--- src/rtl/wb_commit_if.sv ---
// ---------------------------------------------------------------------------
// wb_commit_if
// Bundles the writeback commit unit's ALU, LSU, issue and register-file
// write signals.
//   slave  modport : used by wb_commit (consumes results, drives rd_* / busy)
//   master modport : used by whoever drives the results (pipeline or bench)
// Signals:
//   i_alu_valid/i_alu_rd/i_alu_data    single-cycle ALU result
//   i_lsu_valid/o_lsu_ready/i_lsu_rd/i_lsu_data  LSU result handshake
//   i_issue_valid/i_issue_rd           long-latency op issue (scoreboard set)
//   o_rd_wren/o_rd_addr/o_rd_data      register file write port
//   o_busy                             pending-LSU-write scoreboard
//   o_fifo_cnt                         LSU result FIFO occupancy
// ---------------------------------------------------------------------------
interface wb_commit_if #(
  parameter int DEPTH = 4,
  parameter int XLEN  = 32
);
  logic                     i_alu_valid;
  logic [4:0]               i_alu_rd;
  logic [XLEN-1:0]          i_alu_data;
  logic                     i_lsu_valid;
  logic                     o_lsu_ready;
  logic [4:0]               i_lsu_rd;
  logic [XLEN-1:0]          i_lsu_data;
  logic                     i_issue_valid;
  logic [4:0]               i_issue_rd;
  logic                     o_rd_wren;
  logic [4:0]               o_rd_addr;
  logic [XLEN-1:0]          o_rd_data;
  logic [31:0]              o_busy;
  logic [$clog2(DEPTH):0]   o_fifo_cnt;

  modport slave (
    input  i_alu_valid, i_alu_rd, i_alu_data,
    input  i_lsu_valid, i_lsu_rd, i_lsu_data,
    input  i_issue_valid, i_issue_rd,
    output o_lsu_ready, o_rd_wren, o_rd_addr, o_rd_data, o_busy, o_fifo_cnt
  );

  modport master (
    output i_alu_valid, i_alu_rd, i_alu_data,
    output i_lsu_valid, i_lsu_rd, i_lsu_data,
    output i_issue_valid, i_issue_rd,
    input  o_lsu_ready, o_rd_wren, o_rd_addr, o_rd_data, o_busy, o_fifo_cnt
  );
endinterface

--- src/rtl/wb_commit.sv ---
// ---------------------------------------------------------------------------
// wb_commit
// Writeback commit unit: drives the register file write port with one result
// per cycle. ALU results always win; LSU results queue in a DEPTH-entry FIFO
// and drain when the ALU is idle. A 32-bit scoreboard tracks registers that
// still await an LSU write.
// Ports:
//   i_clk    clock
//   i_rst_n  asynchronous active-low reset
//   bus      wb_commit_if.slave (ALU/LSU/issue inputs, rd_* / busy / count)
// Optional feature macro: WB_BYPASS_EN -- when defined, an LSU result that
// arrives with the FIFO empty and the ALU idle goes straight to the output
// register (latency N+1) instead of through the FIFO.
// ---------------------------------------------------------------------------
module wb_commit #(
  parameter int DEPTH = 4,
  parameter int XLEN  = 32
) (
  input  logic        i_clk,
  input  logic        i_rst_n,
  wb_commit_if.slave  bus
);
  localparam int PW = $clog2(DEPTH);
  localparam int CW = PW + 1;

  logic [4:0]      fifo_rd_r   [DEPTH];
  logic [XLEN-1:0] fifo_data_r [DEPTH];
  logic [PW-1:0]   wr_ptr_r;
  logic [PW-1:0]   rd_ptr_r;
  logic [CW-1:0]   cnt_r;
  logic            wren_r;
  logic [4:0]      addr_r;
  logic [XLEN-1:0] data_r;
  logic            src_lsu_r;
  logic [31:0]     busy_r;

  logic            ready_s;
  logic            empty_s;
  logic            xfer_s;
  logic            push_s;
  logic            pop_s;
  logic            load_s;
  logic            load_lsu_s;
  logic [4:0]      load_rd_s;
  logic [XLEN-1:0] load_data_s;
  logic [CW-1:0]   cnt_next_s;
  logic [31:0]     busy_next_s;

  // Ready comes from the registered count only, so a full FIFO never accepts
  // even when it pops in the same cycle.
  assign ready_s = (cnt_r != CW'(DEPTH));
  assign empty_s = (cnt_r == {CW{1'b0}});
  assign xfer_s  = bus.i_lsu_valid && ready_s;

  // Commit-slot arbitration: ALU, then FIFO head, then (optionally) bypass.
  always_comb begin
    load_s      = 1'b0;
    load_lsu_s  = 1'b0;
    load_rd_s   = addr_r;
    load_data_s = data_r;
    pop_s       = 1'b0;
    push_s      = xfer_s;
    if (bus.i_alu_valid) begin
      load_s      = 1'b1;
      load_rd_s   = bus.i_alu_rd;
      load_data_s = bus.i_alu_data;
    end else if (!empty_s) begin
      load_s      = 1'b1;
      load_lsu_s  = 1'b1;
      pop_s       = 1'b1;
      load_rd_s   = fifo_rd_r[rd_ptr_r];
      load_data_s = fifo_data_r[rd_ptr_r];
    end else begin
`ifdef WB_BYPASS_EN
      if (xfer_s) begin
        load_s      = 1'b1;
        load_lsu_s  = 1'b1;
        push_s      = 1'b0;
        load_rd_s   = bus.i_lsu_rd;
        load_data_s = bus.i_lsu_data;
      end else begin
        load_s = 1'b0;
      end
`else
      load_s = 1'b0;
`endif
    end
  end

  // Occupancy update; simultaneous push and pop leaves the count unchanged.
  always_comb begin
    cnt_next_s = cnt_r;
    case ({push_s, pop_s})
      2'b10:   cnt_next_s = cnt_r + CW'(1);
      2'b01:   cnt_next_s = cnt_r - CW'(1);
      default: cnt_next_s = cnt_r;
    endcase
  end

  // Scoreboard: clear on the edge the register file captures an LSU write,
  // then apply the issue set so a same-cycle set wins. x0 never goes busy.
  always_comb begin
    busy_next_s = busy_r;
    if (wren_r && src_lsu_r) begin
      busy_next_s[addr_r] = 1'b0;
    end else begin
      busy_next_s = busy_r;
    end
    if (bus.i_issue_valid && (bus.i_issue_rd != 5'd0)) begin
      busy_next_s[bus.i_issue_rd] = 1'b1;
    end else begin
      busy_next_s[0] = 1'b0;
    end
    busy_next_s[0] = 1'b0;
  end

  // Control state: pointers, count, output register and scoreboard.
  always_ff @(posedge i_clk or negedge i_rst_n) begin
    if (!i_rst_n) begin
      wr_ptr_r  <= {PW{1'b0}};
      rd_ptr_r  <= {PW{1'b0}};
      cnt_r     <= {CW{1'b0}};
      wren_r    <= 1'b0;
      addr_r    <= 5'd0;
      data_r    <= {XLEN{1'b0}};
      src_lsu_r <= 1'b0;
      busy_r    <= 32'd0;
    end else begin
      if (push_s) wr_ptr_r <= wr_ptr_r + PW'(1);
      if (pop_s)  rd_ptr_r <= rd_ptr_r + PW'(1);
      cnt_r     <= cnt_next_s;
      // An rd==0 result still consumes the slot but never raises the enable.
      wren_r    <= load_s && (load_rd_s != 5'd0);
      src_lsu_r <= load_lsu_s;
      if (load_s) begin
        addr_r <= load_rd_s;
        data_r <= load_data_s;
      end
      busy_r    <= busy_next_s;
    end
  end

  // FIFO storage, written at the tail on every accepted push.
  always_ff @(posedge i_clk or negedge i_rst_n) begin
    if (!i_rst_n) begin
      for (int i = 0; i < DEPTH; i++) begin
        fifo_rd_r[i]   <= 5'd0;
        fifo_data_r[i] <= {XLEN{1'b0}};
      end
    end else if (push_s) begin
      fifo_rd_r[wr_ptr_r]   <= bus.i_lsu_rd;
      fifo_data_r[wr_ptr_r] <= bus.i_lsu_data;
    end
  end

  assign bus.o_lsu_ready = ready_s;
  assign bus.o_rd_wren   = wren_r;
  assign bus.o_rd_addr   = addr_r;
  assign bus.o_rd_data   = data_r;
  assign bus.o_busy      = busy_r;
  assign bus.o_fifo_cnt  = cnt_r;
endmodule

--- src/flat_wrapper.sv ---
// flat-port wrapper written by rule: the top's interface ports become plain ports
module wb_commit_flat 
#(
  parameter int DEPTH = 4,
  parameter int XLEN  = 32
)
  (i_clk, i_rst_n, bus_i_alu_valid, bus_i_alu_rd, bus_i_alu_data, bus_i_lsu_valid, bus_i_lsu_rd, bus_i_lsu_data, bus_i_issue_valid, bus_i_issue_rd, bus_o_lsu_ready, bus_o_rd_wren, bus_o_rd_addr, bus_o_rd_data, bus_o_busy, bus_o_fifo_cnt);
  wb_commit_if #(.DEPTH(DEPTH), .XLEN(XLEN)) bus_i ();
  input  logic i_clk;
  input  logic i_rst_n;
  input wire logic [$bits(bus_i.i_alu_valid)-1:0] bus_i_alu_valid;
  input wire logic [$bits(bus_i.i_alu_rd)-1:0] bus_i_alu_rd;
  input wire logic [$bits(bus_i.i_alu_data)-1:0] bus_i_alu_data;
  input wire logic [$bits(bus_i.i_lsu_valid)-1:0] bus_i_lsu_valid;
  input wire logic [$bits(bus_i.i_lsu_rd)-1:0] bus_i_lsu_rd;
  input wire logic [$bits(bus_i.i_lsu_data)-1:0] bus_i_lsu_data;
  input wire logic [$bits(bus_i.i_issue_valid)-1:0] bus_i_issue_valid;
  input wire logic [$bits(bus_i.i_issue_rd)-1:0] bus_i_issue_rd;
  output wire logic [$bits(bus_i.o_lsu_ready)-1:0] bus_o_lsu_ready;
  output wire logic [$bits(bus_i.o_rd_wren)-1:0] bus_o_rd_wren;
  output wire logic [$bits(bus_i.o_rd_addr)-1:0] bus_o_rd_addr;
  output wire logic [$bits(bus_i.o_rd_data)-1:0] bus_o_rd_data;
  output wire logic [$bits(bus_i.o_busy)-1:0] bus_o_busy;
  output wire logic [$bits(bus_i.o_fifo_cnt)-1:0] bus_o_fifo_cnt;
  assign bus_i.i_alu_valid = bus_i_alu_valid;
  assign bus_i.i_alu_rd = bus_i_alu_rd;
  assign bus_i.i_alu_data = bus_i_alu_data;
  assign bus_i.i_lsu_valid = bus_i_lsu_valid;
  assign bus_i.i_lsu_rd = bus_i_lsu_rd;
  assign bus_i.i_lsu_data = bus_i_lsu_data;
  assign bus_i.i_issue_valid = bus_i_issue_valid;
  assign bus_i.i_issue_rd = bus_i_issue_rd;
  assign bus_o_lsu_ready = bus_i.o_lsu_ready;
  assign bus_o_rd_wren = bus_i.o_rd_wren;
  assign bus_o_rd_addr = bus_i.o_rd_addr;
  assign bus_o_rd_data = bus_i.o_rd_data;
  assign bus_o_busy = bus_i.o_busy;
  assign bus_o_fifo_cnt = bus_i.o_fifo_cnt;
  wb_commit #(.DEPTH(DEPTH), .XLEN(XLEN)) u_core (.i_clk(i_clk), .i_rst_n(i_rst_n), .bus(bus_i));
endmodule
--- config.mk ---
export PLATFORM = sky130hd
export DESIGN_NAME = wb_commit_flat
export DESIGN_NICKNAME = d
export VERILOG_FILES = /design/src/rtl/wb_commit_if.sv /design/src/rtl/wb_commit.sv /design/src/flat_wrapper.sv
export SDC_FILE = /design/constraint.sdc
export NUM_CORES = 1
export LEC_CHECK = 0
export CAP_MARGIN = 30
export CORE_AREA = 2 2 162 196
export CTS_BUF_LIST = sky130_fd_sc_hd__clkbuf_16
export CTS_CLUSTER_DIAMETER = 60
export DETAILED_ROUTE_END_ITERATION = 16
export DIE_AREA = 0 0 164 198
export PLACE_DENSITY = 0.55
export REMOVE_ABC_BUFFERS = 1
export SLEW_MARGIN = 20
export SYNTH_ARGS = -nofsm -noshare
export SYNTH_HDL_FRONTEND = slang
export SYNTH_SLANG_ARGS = --single-unit
--- constraint.sdc ---
create_clock -name i_clk -period 6.2 [get_ports i_clk]
set_input_delay 1.55 -clock i_clk [delete_from_list [all_inputs] [get_ports i_clk]]
set_output_delay 1.55 -clock i_clk [all_outputs]
set_load 0.05 [all_outputs]
* Yosys cells after proc, flatten, opt, wreduce, memory -nomap -nowiden *
Cells that the tools add are included.

operators by class
  mux-type cells = 26
  multipliers = 0
  reductions and logical operators = 12
  shifts and indexed selects = 0
  bitwise operators = 5
  div/mod/pow operators = 0
  add/subtract/negate cells = 4
  equality and inequality tests = 4
  magnitude comparators = 7

operator list
  operator             number
  $mux 32              6
  $bwmux 128           1
  $bmux 32 s2          1
  $demux 32 s2         1
  $and 32x32->32       1
  $not 32->32          1
  $or 32x32->32        1
  $mux 31              1
  $mux 5               5
  $bwmux 20            1
  $lt 5x6->1 const B   2
  $bmux 5 s2           1
  $demux 1 s5          2
  $demux 5 s2          1
  $ge 5x1->1 const B   2
  $reduce_bool 5->1    2
  $logic_and 1x1->1    7
  $ge 3x3->1 const B   2
  $not 2->3            2
  $pmux 3 s2           1
  $mux 1               5
  $add 2x1->2 const B  2
  $add 3x1->3 const B  1
  $logic_not 3->1      1
  other kinds (8)      8

word-level totals
  register bits after elaboration = 225
  latch bits = 0
  memories kept = 0
  output and inout port bits = 74
  ROM bits = 0
  logic and storage cells = 74
  bits of input ports = 84
  memory bits (writable) = 0

* Longest topological paths before layout *
  word-level depth = 9
  mapped depth = 11
  mapped depth without buffers = 10

* Worst setup path after synthesis *
OpenSTA, ideal clock, no wires.

  path kind = input -> register
  start point = input port bus_i_alu_valid
  end point = register u_core.cnt_r[2] (netlist: u_core.bus.o_fifo_cnt[2])
  required time = 6.052 ns
  arrival time = 2.883 ns
  setup slack = 3.169 ns
  path buffers = 0
  stages on the path = 7
  setup time = 0.148 ns
  path through = nor2_1 > ha_1 > inv_1 > fa_1 > xor2_1 > nor2_1 > xor2_1

on the way
  cells in the longest elaborated chain, start to end = 3
  elaborated cells on any way between the ends = 5
  classes of those cells = eq/ne (2); mux (2); reduce/logical (1)

RTL lines
  item                                             RTL line            source
  from (decl)                                      flat_wrapper.sv:11  input wire logic [$bits(bus_i.i_alu_valid)-1:0] bus_i_alu_valid;
  $mux 1 (*)                                       wb_commit.sv:63     if (bus.i_alu_valid) begin
  $eq 2x1->1 or $eq 2x2->1 (tied branches)         wb_commit.sv:93     case ({push_s, pop_s})
  $pmux 3 s2 or $reduce_bool 2->1 (tied branches)  -
  to (signal assigned)                             wb_commit.sv:122    cnt_r <= {CW{1'b0}};
  to (signal assigned)                             wb_commit.sv:131    cnt_r <= cnt_next_s;
  to (decl)                                        wb_commit.sv:30     logic [CW-1:0] cnt_r;

Every way passes the cells marked *; elsewhere a longest branch is shown, timed or not.
A chain may end at the register's enable or synchronous reset.

* Final worst setup path *
  start point = register u_core.cnt_r[0] (netlist: u_core.bus.o_fifo_cnt[0])
  end point = output port bus_o_lsu_ready

on the way
  cells in the longest elaborated chain, start to end = 1

RTL lines
  item        RTL line            source
  $ne 3x3->1  wb_commit.sv:51     assign ready_s = (cnt_r != CW'(DEPTH));
  to (decl)   flat_wrapper.sv:19  output wire logic [$bits(bus_i.o_lsu_ready)-1:0] bus_o_lsu_ready;

No other way between the ends.

==> results.toml <==
[sta]
slew_headroom_pct = 34.9
worstMarginPinSlew_ns = 0.977
fin_ws_ns = 2.66
whs_ns = 0.485
setup_viol = 0
slew_violations = 0
setup_tns_ns = 0
rsz0062_at_grt = "false"
max_freq_mhz = 283
hold_viol_final = 0
period_share_pct = 57.1
clock-skew-final_ns = 0.00941
fin_crit_ns = 3.54

[yosys]
synth_edf_count = 0
synth-seq-cells = 225
synth_compound_area_share_pct = 5.39
yosysSeqAreaShare_pct = 54.6
synth_area_leaders = "dfrtp_1, mux2_4, mux4_2"
syn_area_sq_um = 10300
synth.avg_cell_area_sq_um = 15.2
yosys-mux-area-fraction_pct = 31.9
synthFlopType = "dfrtp_1"
synth_adder_area_share_pct = 0.801
synth_top_family_by_area = "multiplexers"
yosysTopAreaCell = "dfrtp_1"
ys_warn_count = 0
synth_simple_gate_area_share_pct = 3.92
yosys.area_share.xor_xnor_pct = 0.510
synth_cell_types = 38
synth_top_cell_area_share_pct = 54.6
async_reset_ff_share_pct = 100
synthCells = 678

[layout]
num_antenna_cells = 0
fin_util_pct = 42.4
multiInputGateArea_sq_um = 4400
final_common_cell = "dfrtp_1"
syn_to_final_growth_pct = 26.9
layout_common_cells = "dfrtp_1, clkdlybuf4s50_1, mux2_4"
fillers = 2853
drive_gt1_share_pct = 25.3
fin_area_sq_um = 13100
fin_cells = 1252
layout.nets = 921
final-seq-area_sq_um = 5640

[pwr]
clock_power_share_pct = 20.7
p_total_mw = 7.87
p_sw_mw = 2.89
ir_worst_vdd_uv = 305
swShare_pct = 36.7
p_per_area_nw_per_um2 = 602
p_seq_share_pct = 35.1
power.leakage_nw = 5.79
combPwrFrac_pct = 44.2
p_int_mw = 4.98

[clocking]
postCtsHoldBufs = 0
cts.sinks = 225
cts_made_buffers = 26
htreeDepth = 1
cts_buffer_depth = 3
worstSkewPairLatency_ns = 0.53
cts.repair.resized = 0
cts_root_buf = "clkbuf_16"
postCtsSetupRepairBufs = 0
cts_tree = "yes"
clk_pin_slew_ns = 0.06

[worst_setup_path]
setup.worst_path.start = "u_core.bus.o_fifo_cnt[0]$_DFFE_PN0P_"
cp-start-kind = "flip-flop"
worstSetupEndpointType = "primary output"
reg2reg_from = "u_core.bus.o_fifo_cnt[2]$_DFFE_PN0P_"
critPathRequiredTime_ns = 4.65
crit_type = "flip-flop to primary output"
cp_max_fo = 5
r2r_setup_slack_ns = 3.77
cp.arrival_ns = 1.99

[route]
drc_errors = 0
ant_nets = 0
drt_wl_total_um = 23800
viasPerCell = 4.82
drtPass1Iterations = 4
post_drt_wl_per_cell_um = 19.0
drt_iter0_markers = 343
vias = 6030

[floorplan]
rows = 71
die_h_um = 198
core_area_sq_um = 30800
initial_core_util_pct = 33.4
die_area_sq_um = 32500
io_pins = 158
die_width_um = 164

[placement]
io_buffers = 156
hpwl_um = 14800
gp_congestion = 0.741
dp.cells = 1204
placed_cell_area_sq_um = 12200
place_ws_ns = 2.48

[global_route]
grt-ovfl-total = 0
grt_max_degree = 126
grt_pass1_wl_um = 38200
grt_antenna_before_repair = 0
grt_pass1_vias = 6454
grt_util_all_layers_pct = 15.0

[status]
outcome = "finished, final reports clean"

[min_path]
holdCritPathClass = "flip-flop to flip-flop"
hp-start = "u_core.bus.o_rd_data[9]$_DFFE_PN0P_"

[run]
max_cap_viol_count = 0
synth_stat cells, types with 3 or more instances:
library cell / instances
nand2_1: 39
nand3_1: 3
a22o_1: 4
a21o_1: 4
or3_1: 3
clkbuf_1: 6
nand3b_1: 8
mux2_1: 28
buf_6: 13
o21ai_1: 35
mux2i_1: 33
nor2_1: 6
inv_1: 5
buf_2: 10
dfrtp_1: 225
buf_4: 5
mux2_4: 120
xor2_1: 3
o21ai_0: 60
mux4_2: 36
xnor2_1: 3
ha_1: 5
nand2_4: 4
worst max-delay path: stages, from the launching register on:
cell and delay, ns:
dfrtp_1 0.48, inv_2 0.09, nand3_2 0.09, clkdlybuf4s50_1 0.80
path summary, 6_finish.rpt:
| path | to | depth (start not counted) |
|---|---|---|
| max | bus_o_lsu_ready | 3 |
| min | u_core.bus.o_rd_data[9]$_DFFE_PN0P_ | 2 |
| max reg2reg | u_core.bus.o_fifo_cnt[2]$_DFFE_PN0P_ | 8 |
| min reg2reg | u_core.bus.o_rd_data[9]$_DFFE_PN0P_ | 2 |
| max in group asynchronous | u_core.fifo_data_r[1]$_DFFE_PN0P_ | 2 |
| min in group asynchronous | u_core.bus.o_busy[8]$_DFF_PN0_ | 1 |
final cells by class:
cell class / count / share of cell area, %
Tap cell: 401 / 3.84
Clock buffer: 27 / 5.17
Timing Repair Buffer: 161 / 12.3
Multi-Input combinational cell: 410 / 33.6
Sequential cell: 225 / 43.1
Clock inverter: 21 / 1.75
Inverter: 7 / 0.201
routing by layer:
metal  wire length (um)  vias up  GRT usage [%]  share of wire, %
met1              11200     3054           21.9                47
met4                382        0           3.28               1.6
met3               1200       32           2.58               5.0
met5                  0        -              0                 0
met2              11000      162           23.5                46
li1                   -     2782              -                 -
power by group through the flow:
stage	Clock [mW]	Combinational, mW	Sequential [mW]
after floorplan	0	1.76	3.45
after global placement	0	3.43	2.82
after detailed placement	0	3.53	2.78
after CTS	1.67	3.53	2.78
after global routing	1.74	3.70	2.88
final	1.63	3.48	2.76
registers in the layout (all words and copies together) (netlist names):
name                   cells
u_core.bus.o_busy         31
u_core.bus.o_fifo_cnt      3
u_core.bus.o_rd_addr       5
u_core.bus.o_rd_data      32
u_core.bus.o_rd_wren       1
u_core.fifo_data_r       128
u_core.fifo_rd_r          20
u_core.rd_ptr_r            2
u_core.src_lsu_r           1
u_core.wr_ptr_r            2
cell families after synthesis:
logic type                 count (synthesis)
DFF                                      225
xor gates and xnor gates                   6
buffers and inverters                     43
other                                      1
muxes                                    218
and+or+nand+nor                           74
adders and majority gates                  6
AOI/OAI and AO/OA                        105
Note: power is estimated with default switching activity, not from simulation.
